File: src/rtl/game_sequencer_if.sv
// game_sequencer_if
//
// Groups the per-frame sequencer's datapath and VGA-facing signals.
//
//   master (sequencer side)
//     out player_move, move_dir  : player move strobe and direction (1 = right)
//     out shift_en, spawn_en     : playfield shift / spawn-buffer load strobes
//     out rd_col, rd_row         : playfield read address
//     out plot, x, y, colour     : VGA adapter plot write port
//     in  cell_bit               : playfield bit for last cycle's read address
//     in  collide                : player/obstacle overlap flag
//   slave (datapath / VGA side): the same signals with directions reversed.
interface game_sequencer_if #(
  parameter int COLS = 16,
  parameter int ROWS = 32
);
  localparam int COL_W = $clog2(COLS);
  localparam int ROW_W = $clog2(ROWS);

  logic             player_move;
  logic             move_dir;
  logic             shift_en;
  logic             spawn_en;
  logic [COL_W-1:0] rd_col;
  logic [ROW_W-1:0] rd_row;
  logic             cell_bit;
  logic             collide;
  logic             plot;
  logic [COL_W-1:0] x;
  logic [ROW_W-1:0] y;
  logic [2:0]       colour;

  modport master (
    output player_move, move_dir, shift_en, spawn_en,
    output rd_col, rd_row,
    output plot, x, y, colour,
    input  cell_bit, collide
  );

  modport slave (
    input  player_move, move_dir, shift_en, spawn_en,
    input  rd_col, rd_row,
    input  plot, x, y, colour,
    output cell_bit, collide
  );
endinterface

File: src/rtl/game_sequencer.sv
// game_sequencer
//
// Per-frame controller for the falling-block game. After a start edge it
// waits for a frame tick, then issues one player-move, one playfield-shift
// and (every SPAWN_PERIOD frames) one spawn strobe, samples the collision
// flag, and sweeps the whole playfield to the VGA plot port.
//
// Ports:
//   clock       in   system clock
//   resetn      in   synchronous, active-low reset
//   start       in   level; rising edge starts/restarts a game (IDLE/OVER only)
//   frame_tick  in   one-cycle pulse per frame (honoured in WAIT only)
//   left, right in   held player buttons
//   bus         --   game_sequencer_if.master: strobes, read address,
//                    cell_bit/collide inputs, plot/x/y/colour outputs
//   busy        out  high in every state except IDLE, WAIT and OVER
//   game_over   out  high in OVER
//   score       out  frames survived, saturating at 255
module game_sequencer #(
  parameter int         COLS         = 16,
  parameter int         ROWS         = 32,
  parameter int         SPAWN_PERIOD = 16,
  parameter logic [2:0] FG_COLOUR    = 3'b111,
  parameter logic [2:0] BG_COLOUR    = 3'b000
) (
  input  logic                clock,
  input  logic                resetn,
  input  logic                start,
  input  logic                frame_tick,
  input  logic                left,
  input  logic                right,
  game_sequencer_if.master    bus,
  output logic                busy,
  output logic                game_over,
  output logic [7:0]          score
);

  localparam int COL_W   = $clog2(COLS);
  localparam int ROW_W   = $clog2(ROWS);
  // A period of 1 still needs a one-bit counter that always reads 0.
  localparam int SPAWN_W = (SPAWN_PERIOD > 1) ? $clog2(SPAWN_PERIOD) : 1;

  localparam logic [COL_W-1:0]   LAST_COL   = COL_W'(COLS - 1);
  localparam logic [ROW_W-1:0]   LAST_ROW   = ROW_W'(ROWS - 1);
  localparam logic [SPAWN_W-1:0] LAST_SPAWN = SPAWN_W'(SPAWN_PERIOD - 1);

  typedef enum logic [2:0] {
    S_IDLE,
    S_WAIT,
    S_MOVE,
    S_SHIFT,
    S_SPAWN,
    S_CHECK,
    S_DRAW,
    S_OVER
  } state_t;

  state_t             state_q,     state_d;
  logic               start_q,     start_d;
  logic [7:0]         score_q,     score_d;
  logic [SPAWN_W-1:0] spawn_cnt_q, spawn_cnt_d;
  logic               hit_q,       hit_d;
  logic [COL_W-1:0]   col_q,       col_d;
  logic [ROW_W-1:0]   row_q,       row_d;
  logic               flush_q,     flush_d;
  logic               plot_q,      plot_d;
  logic [COL_W-1:0]   x_q,         x_d;
  logic [ROW_W-1:0]   y_q,         y_d;

  logic start_edge;

  // A start held high only produces an edge on the cycle it first rises.
  assign start_edge = start & ~start_q;

  always_comb begin
    state_d     = state_q;
    start_d     = start;
    score_d     = score_q;
    spawn_cnt_d = spawn_cnt_q;
    hit_d       = hit_q;
    col_d       = col_q;
    row_d       = row_q;
    flush_d     = flush_q;
    plot_d      = 1'b0;
    x_d         = '0;
    y_d         = '0;

    case (state_q)
      S_IDLE, S_OVER: begin
        if (start_edge) begin
          score_d     = '0;
          spawn_cnt_d = '0;
          hit_d       = 1'b0;
          state_d     = S_WAIT;
        end
      end

      S_WAIT: begin
        if (frame_tick) begin
          state_d = S_MOVE;
        end
      end

      S_MOVE: begin
        state_d = S_SHIFT;
      end

      S_SHIFT: begin
        if (spawn_cnt_q == LAST_SPAWN) begin
          spawn_cnt_d = '0;
          state_d     = S_SPAWN;
        end else begin
          spawn_cnt_d = spawn_cnt_q + 1'b1;
          state_d     = S_CHECK;
        end
      end

      S_SPAWN: begin
        state_d = S_CHECK;
      end

      S_CHECK: begin
        hit_d   = bus.collide;
        state_d = S_DRAW;
      end

      S_DRAW: begin
        // The address presented this cycle is echoed as the plot coordinate
        // next cycle, lining up with the one-cycle playfield read latency.
        plot_d = ~flush_q;
        x_d    = flush_q ? '0 : col_q;
        y_d    = flush_q ? '0 : row_q;

        if (flush_q) begin
          // Final cycle: the last plot is on the port now; leave the sweep.
          flush_d = 1'b0;
          if (hit_q) begin
            state_d = S_OVER;
          end else begin
            score_d = (score_q == 8'hFF) ? 8'hFF : score_q + 8'd1;
            state_d = S_WAIT;
          end
        end else if (col_q == LAST_COL) begin
          col_d = '0;
          if (row_q == LAST_ROW) begin
            // Address counters return to 0 so rd_col/rd_row rest at 0.
            row_d   = '0;
            flush_d = 1'b1;
          end else begin
            row_d = row_q + 1'b1;
          end
        end else begin
          col_d = col_q + 1'b1;
        end
      end

      default: begin
        state_d = S_IDLE;
      end
    endcase
  end

  always_ff @(posedge clock) begin
    if (!resetn) begin
      state_q     <= S_IDLE;
      start_q     <= 1'b0;
      score_q     <= '0;
      spawn_cnt_q <= '0;
      hit_q       <= 1'b0;
      col_q       <= '0;
      row_q       <= '0;
      flush_q     <= 1'b0;
      plot_q      <= 1'b0;
      x_q         <= '0;
      y_q         <= '0;
    end else begin
      state_q     <= state_d;
      start_q     <= start_d;
      score_q     <= score_d;
      spawn_cnt_q <= spawn_cnt_d;
      hit_q       <= hit_d;
      col_q       <= col_d;
      row_q       <= row_d;
      flush_q     <= flush_d;
      plot_q      <= plot_d;
      x_q         <= x_d;
      y_q         <= y_d;
    end
  end

  // Strobes and status are decoded straight from the registered state.
  assign bus.player_move = (state_q == S_MOVE) & (left ^ right);
  assign bus.move_dir    = (state_q == S_MOVE) & right;
  assign bus.shift_en    = (state_q == S_SHIFT);
  assign bus.spawn_en    = (state_q == S_SPAWN);

  assign bus.rd_col = (state_q == S_DRAW) ? col_q : '0;
  assign bus.rd_row = (state_q == S_DRAW) ? row_q : '0;

  // cell_bit is the registered output of the playfield read, aligned with
  // plot_q, so the colour selects between two constants off flop outputs.
  assign bus.plot   = plot_q;
  assign bus.x      = x_q;
  assign bus.y      = y_q;
  assign bus.colour = plot_q ? (bus.cell_bit ? FG_COLOUR : BG_COLOUR) : 3'b000;

  assign busy      = (state_q == S_MOVE)  || (state_q == S_SHIFT) ||
                     (state_q == S_SPAWN) || (state_q == S_CHECK) ||
                     (state_q == S_DRAW);
  assign game_over = (state_q == S_OVER);
  assign score     = score_q;

endmodule

File: src/flat_wrapper.sv
// flat-port wrapper written by rule: the top's interface ports become plain ports
module game_sequencer_flat 
#(
  parameter int         COLS         = 16,
  parameter int         ROWS         = 32,
  parameter int         SPAWN_PERIOD = 16,
  parameter logic [2:0] FG_COLOUR    = 3'b111,
  parameter logic [2:0] BG_COLOUR    = 3'b000
)
  (clock, resetn, start, frame_tick, left, right, busy, game_over, score, bus_player_move, bus_move_dir, bus_shift_en, bus_spawn_en, bus_rd_col, bus_rd_row, bus_plot, bus_x, bus_y, bus_colour, bus_cell_bit, bus_collide);
  game_sequencer_if #(.COLS(COLS), .ROWS(ROWS)) bus_i ();
  input  logic clock;
  input  logic resetn;
  input  logic start;
  input  logic frame_tick;
  input  logic left;
  input  logic right;
  output logic busy;
  output logic game_over;
  output logic [7:0] score;
  output wire logic [$bits(bus_i.player_move)-1:0] bus_player_move;
  output wire logic [$bits(bus_i.move_dir)-1:0] bus_move_dir;
  output wire logic [$bits(bus_i.shift_en)-1:0] bus_shift_en;
  output wire logic [$bits(bus_i.spawn_en)-1:0] bus_spawn_en;
  output wire logic [$bits(bus_i.rd_col)-1:0] bus_rd_col;
  output wire logic [$bits(bus_i.rd_row)-1:0] bus_rd_row;
  output wire logic [$bits(bus_i.plot)-1:0] bus_plot;
  output wire logic [$bits(bus_i.x)-1:0] bus_x;
  output wire logic [$bits(bus_i.y)-1:0] bus_y;
  output wire logic [$bits(bus_i.colour)-1:0] bus_colour;
  input wire logic [$bits(bus_i.cell_bit)-1:0] bus_cell_bit;
  input wire logic [$bits(bus_i.collide)-1:0] bus_collide;
  assign bus_player_move = bus_i.player_move;
  assign bus_move_dir = bus_i.move_dir;
  assign bus_shift_en = bus_i.shift_en;
  assign bus_spawn_en = bus_i.spawn_en;
  assign bus_rd_col = bus_i.rd_col;
  assign bus_rd_row = bus_i.rd_row;
  assign bus_plot = bus_i.plot;
  assign bus_x = bus_i.x;
  assign bus_y = bus_i.y;
  assign bus_colour = bus_i.colour;
  assign bus_i.cell_bit = bus_cell_bit;
  assign bus_i.collide = bus_collide;
  game_sequencer #(.COLS(COLS), .ROWS(ROWS), .SPAWN_PERIOD(SPAWN_PERIOD), .FG_COLOUR(FG_COLOUR), .BG_COLOUR(BG_COLOUR)) u_core (.clock(clock), .resetn(resetn), .start(start), .frame_tick(frame_tick), .left(left), .right(right), .bus(bus_i), .busy(busy), .game_over(game_over), .score(score));
endmodule
File: config.mk
export PLATFORM = sky130hd
export DESIGN_NAME = game_sequencer_flat
export DESIGN_NICKNAME = d
export VERILOG_FILES = /design/src/rtl/game_sequencer_if.sv /design/src/rtl/game_sequencer.sv /design/src/flat_wrapper.sv
export SDC_FILE = /design/constraint.sdc
export NUM_CORES = 1
export LEC_CHECK = 0
export CAP_MARGIN = 0
export CORE_MARGIN = 4
export CORE_UTILIZATION = 38
export CTS_BUF_LIST = sky130_fd_sc_hd__clkbuf_16
export DETAILED_ROUTE_END_ITERATION = 12
export PLACE_DENSITY_LB_ADDON = 0.1
export REMOVE_ABC_BUFFERS = 1
export SKIP_LAST_GASP = 1
export SLEW_MARGIN = 20
export SYNTH_ARGS = -nofsm -noshare
export SYNTH_HDL_FRONTEND = slang
export SYNTH_SLANG_ARGS = --single-unit
File: constraint.sdc
create_clock -name clock -period 3.7 [get_ports clock]
set_input_delay 0.925 -clock clock [delete_from_list [all_inputs] [get_ports clock]]
set_output_delay 0.925 -clock clock [all_outputs]
set_load 0.02 [all_outputs]
# Yosys cells after proc, flatten, opt, wreduce, memory -nomap -nowiden
# Cells that the tools add are included.
dict set report classes {
  n_eq_ne 15
  bitwise_logic 8
  n_reduce_logical 17
  add_sub_neg 4
  n_mux 25
}
# op n
set op_table {}
lappend op_table {{two-way mux 8 bit} 4}
lappend op_table {{case mux 3 bit (7 select lines)} 1}
lappend op_table {{two-way mux 3 bit} 6}
lappend op_table {{two-way mux 4 bit} 4}
lappend op_table {{case mux 8 bit (2 select lines)} 1}
lappend op_table {{equality test 3 bit, second input constant} 4}
lappend op_table {{two-way mux 5 bit} 2}
lappend op_table {{adder 4 x 1 -> 4 bit, second input constant} 2}
lappend op_table {{adder 8 x 1 -> 8 bit, second input constant} 1}
lappend op_table {{equality test 4 bit, second input constant} 2}
lappend op_table {{equality test 8 bit, second input constant} 1}
lappend op_table {{case mux 4 bit (2 select lines)} 1}
lappend op_table {{AND reduction 2 bit} 4}
lappend op_table {{equality test 3 x 2 -> 1 bit, second input constant} 2}
lappend op_table {{AND reduction 3 bit} 2}
lappend op_table {{nonzero test 2 bit} 3}
lappend op_table {{adder 5 x 1 -> 5 bit, second input constant} 1}
lappend op_table {{equality test 5 bit, second input constant} 1}
lappend op_table {{two-way mux 1 bit} 5}
lappend op_table {{logical OR 1 bit} 4}
lappend op_table {{inequality test 2 x 1 -> 1 bit, second input constant} 2}
lappend op_table {{inequality test 2 bit, second input constant} 2}
lappend op_table {{NOT 1 bit} 4}
lappend op_table {{AND reduction 4 bit} 1}
lappend op_table {{7 further kinds} 9}
dict set report word_totals {
  input_bits 8
  wordCells 80
  output_inout_bits 36
  reg_bits 37
}

# Logic depth before layout (Yosys ltp)
dict set report depth {
  ltp_word 5
  ltp_mapped 6
  depth_no_buf 6
}

# Least setup slack after synthesis
# No wires, ideal clock.
dict set report synth_timing {
  path_kind {input port to output port}
  from {input left}
  to {output bus_player_move}
  slack_ns 1.116
  arrival_ns 1.659
  cell_stages 2
  path_cell_list {xnor2_1 > nor4_1}
}
dict set report synth_via {
  elab_chain_cells 2
}
# element line_no
set synth_rtl {}
lappend synth_rtl {{from (decl)} flat_wrapper.sv:16} ;# input logic left;
lappend synth_rtl {{bitwise XOR 1 bit} game_sequencer.sv:192} ;# assign bus.player_move = (state_q == S_MOVE) & (left ^ right);
lappend synth_rtl {{AND 1 bit} game_sequencer.sv:192}
lappend synth_rtl {{to (decl)} flat_wrapper.sv:21} ;# output wire logic [$bits(bus_i.player_move)-1:0] bus_player_move;
# Every way passes these cells.

# Worst setup path after layout
dict set report layout_timing {
  from {input right}
  to {output bus_player_move}
}
dict set report layout_via {
  elab_chain_cells 2
}
# element line_no
set layout_rtl {}
lappend layout_rtl {{from (decl)} flat_wrapper.sv:17} ;# input logic right;
lappend layout_rtl {{bitwise XOR 1 bit} game_sequencer.sv:192}
lappend layout_rtl {{AND 1 bit} game_sequencer.sv:192}
# Every way passes these cells.

==> results.py <==
metrics = {
    "outcome": {
        "outcome": "completed",
    },
    "power": {
        "worst_ir_drop_vdd_v": 0.0002175,
        "leakage_nw": 0.9264,
        "powerDensity_nw_per_um2": 390.9,
        "share_comb_of_total_power_pct": 5.2,
        "internal-power_mw": 0.7389,
        "power.share.switching_pct": 20.54,
        "p_sw_mw": 0.1909,
        "power.total_mw": 0.9298,
        "p_clk_share_pct": 50.6,
        "pwr-share-seq_pct": 44.2,
    },
    "floorplanning": {
        "core_um2": 4444,
        "io_pins": 44,
        "die_y_um": 76.24,
        "initial_utilization_pct": 39.81,
        "dieArea_um2": 5812,
        "floorplan.rows": 24,
        "die-width_um": 76.24,
    },
    "sta": {
        "drv_slew": 0,
        "maxSlewHeadroom_pct": 61.50,
        "worst_pin_slew_ps": 577.4,
        "hold_viol_final": 0,
        "fin_tns_setup_ps": 0,
        "fmaxAchievable_mhz": 310.2,
        "period_share_pct": 87.14,
        "whs_ps": 466.0,
        "fin_crit_ps": 3224,
        "fin_skew_ps": 2.388,
        "grt_setup_unrepaired": "false",
        "setup_viol": 0,
    },
    "synth": {
        "yosysUniqueCellTypes": 44,
        "synth_top_area_share_pct": 41.87,
        "syn_inst": 205,
        "syn-cell-area_um2": 1769,
        "async_flop_share_pct": 0,
        "syn-mean-instance-area_um2": 8.630,
        "synth.most_common_cell": "dfxtp_1",
        "yosysTopAreaCell": "dfxtp_1",
        "ys_warn_count": 0,
        "synth_seq_area_share_pct": 41.87,
        "synth-seq-cells": 37,
        "synth_edf_count": 0,
        "synth_area_leaders": "dfxtp_1 (42%), and2_1 (5.3%), a21oi_1 (4.8%)",
        "synth_commonest_cells": "dfxtp_1 (37), a21oi_1 (17), and2_1 (15), nand2_1 (13)",
        "synth-main-ff-cell": "dfxtp_1",
    },
    "routing": {
        "initialDrtViolationCount": 112,
        "drt-pass1-iter-count": 4,
        "drc_errors": 0,
        "wl_per_cell_um": 13.31,
        "vias_per_cell": 5.407,
        "via_count": 1606,
        "ant_nets": 0,
        "wl_um": 3954,
    },
    "clock_tree": {
        "cts_tree": "done",
        "postCtsSetupRepairBufs": 0,
        "clockBufferDepth": 2,
        "cts.sinks": 37,
        "htreeDepth": 2,
        "ctsHoldBuffers": 0,
        "ctsRootBufferMaster": "clkbuf_16",
        "cts_buffers": 5,
        "cts_resized": 0,
        "clkTransAtPathRegs_ps": 50,
        "clk_latency_ps": 270,
    },
    "grt": {
        "grt_max_degree": 22,
        "met3_usage_pct": 4.019,
        "grtUsageTotal_pct": 14.08,
        "grt-ovfl-total": 0,
        "grt_pass1_vias": 1415,
        "antenna_found_initial": 0,
        "grt_pass1_wl_um": 6755,
        "top_usage_layer": "met2",
        "grt_use_met2_pct": 21.44,
        "met1_usage_pct": 19.08,
    },
    "finish": {
        "drive_gt1_share_pct": 4.490,
        "antennaDiodeCount": 0,
        "nets": 257,
        "fin_cells": 297,
        "nFillCells": 432,
        "syn2layout_area_growth_pct": 34.44,
    },
    "setup_path": {
        "cp_top_family": "buffers and inverters",
        "end_kind": "output port",
        "crit_path_cell_trace": "clkdlybuf4s50_1 -> xnor2_1 -> nor4_1 -> clkdlybuf4s50_1",
        "cp_slowest_stage_delay_ps": 650,
        "cp.arrival_ps": 2300,
        "critPathMaxFanout": 2,
        "crit_buf_inv": 2,
        "startpoint_type": "primary input",
        "crit_top_cell": "clkdlybuf4s50_1",
        "crit_slowest_cell": "clkdlybuf4s50_1",
        "worstSetupPathType": "primary input to output port",
        "worstPathRequired_ps": 2770,
    },
    "placement": {
        "dpl.hpwl_um": 2731,
        "port_buffers": 43,
        "place_congestion": 0.7558,
        "place_inst": 289,
    },
    "worst_hold_path": {
        "min_path_type": "flip-flop to flip-flop",
    },
    "job": {
        "max_cap_violations": 0,
    },
}
==> sequential cells by signal (all words and copies together), names as in the netlist <==
| register | cells |
|---|---|
| u_core.bus.y | 5 |
| u_core.row_q | 5 |
| u_core.bus.x | 4 |
| u_core.flush_q | 1 |
| u_core.spawn_cnt_q | 4 |
| u_core.bus.plot | 1 |
| u_core.hit_q | 1 |
| u_core.start_q | 1 |
| u_core.state_q | 3 |
| u_core.col_q | 4 |
| u_core.score | 8 |
==> layout make-up <==
cell class | instances | area [um^2] | share of cell area [%]
inverter | 7 | 26.28 | 1.105
clock inverter | 3 | 41.29 | 1.736
sequential | 37 | 740.7 | 31.14
clock buffer | 5 | 125.1 | 5.260
timing repair buffer | 45 | 445.4 | 18.73
tap | 52 | 65.06 | 2.735
multi-input combinational | 148 | 934.6 | 39.30
==> cell usage in the layout, fill, tap and decap left out, types with 3 or more instances in the layout <==
cell type / Yosys / routed
clkdlybuf4s50_1: 0 / 43
dfxtp_1: 37 / 37
a21oi_1: 17 / 17
and2_1: 15 / 15
nand2_1: 13 / 13
and3_1: 12 / 12
nor2_1: 12 / 12
nand3_1: 10 / 10
o21ai_0: 9 / 9
nand4_1: 7 / 7
inv_1: 6 / 6
nor3_1: 5 / 5
mux2i_1: 5 / 5
ha_1: 5 / 5
clkbuf_16: 0 / 5
nor2b_1: 3 / 3
==> metal layers <==
metal,part of all wire [%],vias up
met1,48,731
met4,0.83,0
met2,46,52
li1,-,819
met3,5.2,4
met5,0,-
==> per-stage QoR <==
step / area, um^2 / setup slack, ps / util [%]
after detailed placement: 2212 / 470.7 / 49.77
after floorplan: 1702 / 1116 / -
after CTS: 2379 / 446.3 / 53.52
after global placement: 2212 / 490.9 / 49.77
final: 2379 / 475.8 / 53.52
after global routing: 2379 / 405.8 / 53.52
==> worst paths after layout <==
path                                       from                                 end  slack (ps)  cells after the start
min reg2reg  u_core.spawn_cnt_q[3]$_SDFFE_PN0P_  u_core.spawn_cnt_q[3]$_SDFFE_PN0P_         470                      1
max                                       right                     bus_player_move         480                      4
max reg2reg      u_core.state_q[2]$_SDFFE_PN0P_        u_core.row_q[3]$_SDFFE_PN0P_        1360                      4
min          u_core.spawn_cnt_q[3]$_SDFFE_PN0P_  u_core.spawn_cnt_q[3]$_SDFFE_PN0P_         470                      1
==> power groups by stage <==
| stage | combinational (mW) | clock (mW) | sequential (mW) |
|---|---|---|---|
| finish | 0.0480 | 0.471 | 0.411 |
| global route | 0.0529 | 0.503 | 0.412 |
| CTS | 0.0489 | 0.483 | 0.411 |
| detailed placement | 0.0486 | 0 | 0.420 |
| global placement | 0.0480 | 0 | 0.420 |
| floorplan | 0.0260 | 0 | 0.417 |
==> cells by family after synthesis <==
| kind of cell | count (synthesis) | share of synthesized area (%) |
|---|---|---|
| AND/OR/NAND/NOR | 92 | 30.20 |
| AO/OA/AOI/OAI | 43 | 14.78 |
| flip-flops | 37 | 41.87 |
| buffers and inverters | 20 | 5.304 |
| multiplexers | 5 | 2.829 |
| adder cells (fa/ha/maj) | 5 | 3.536 |
| XOR/XNOR | 3 | 1.485 |
Power figures use the tool's default switching activity.
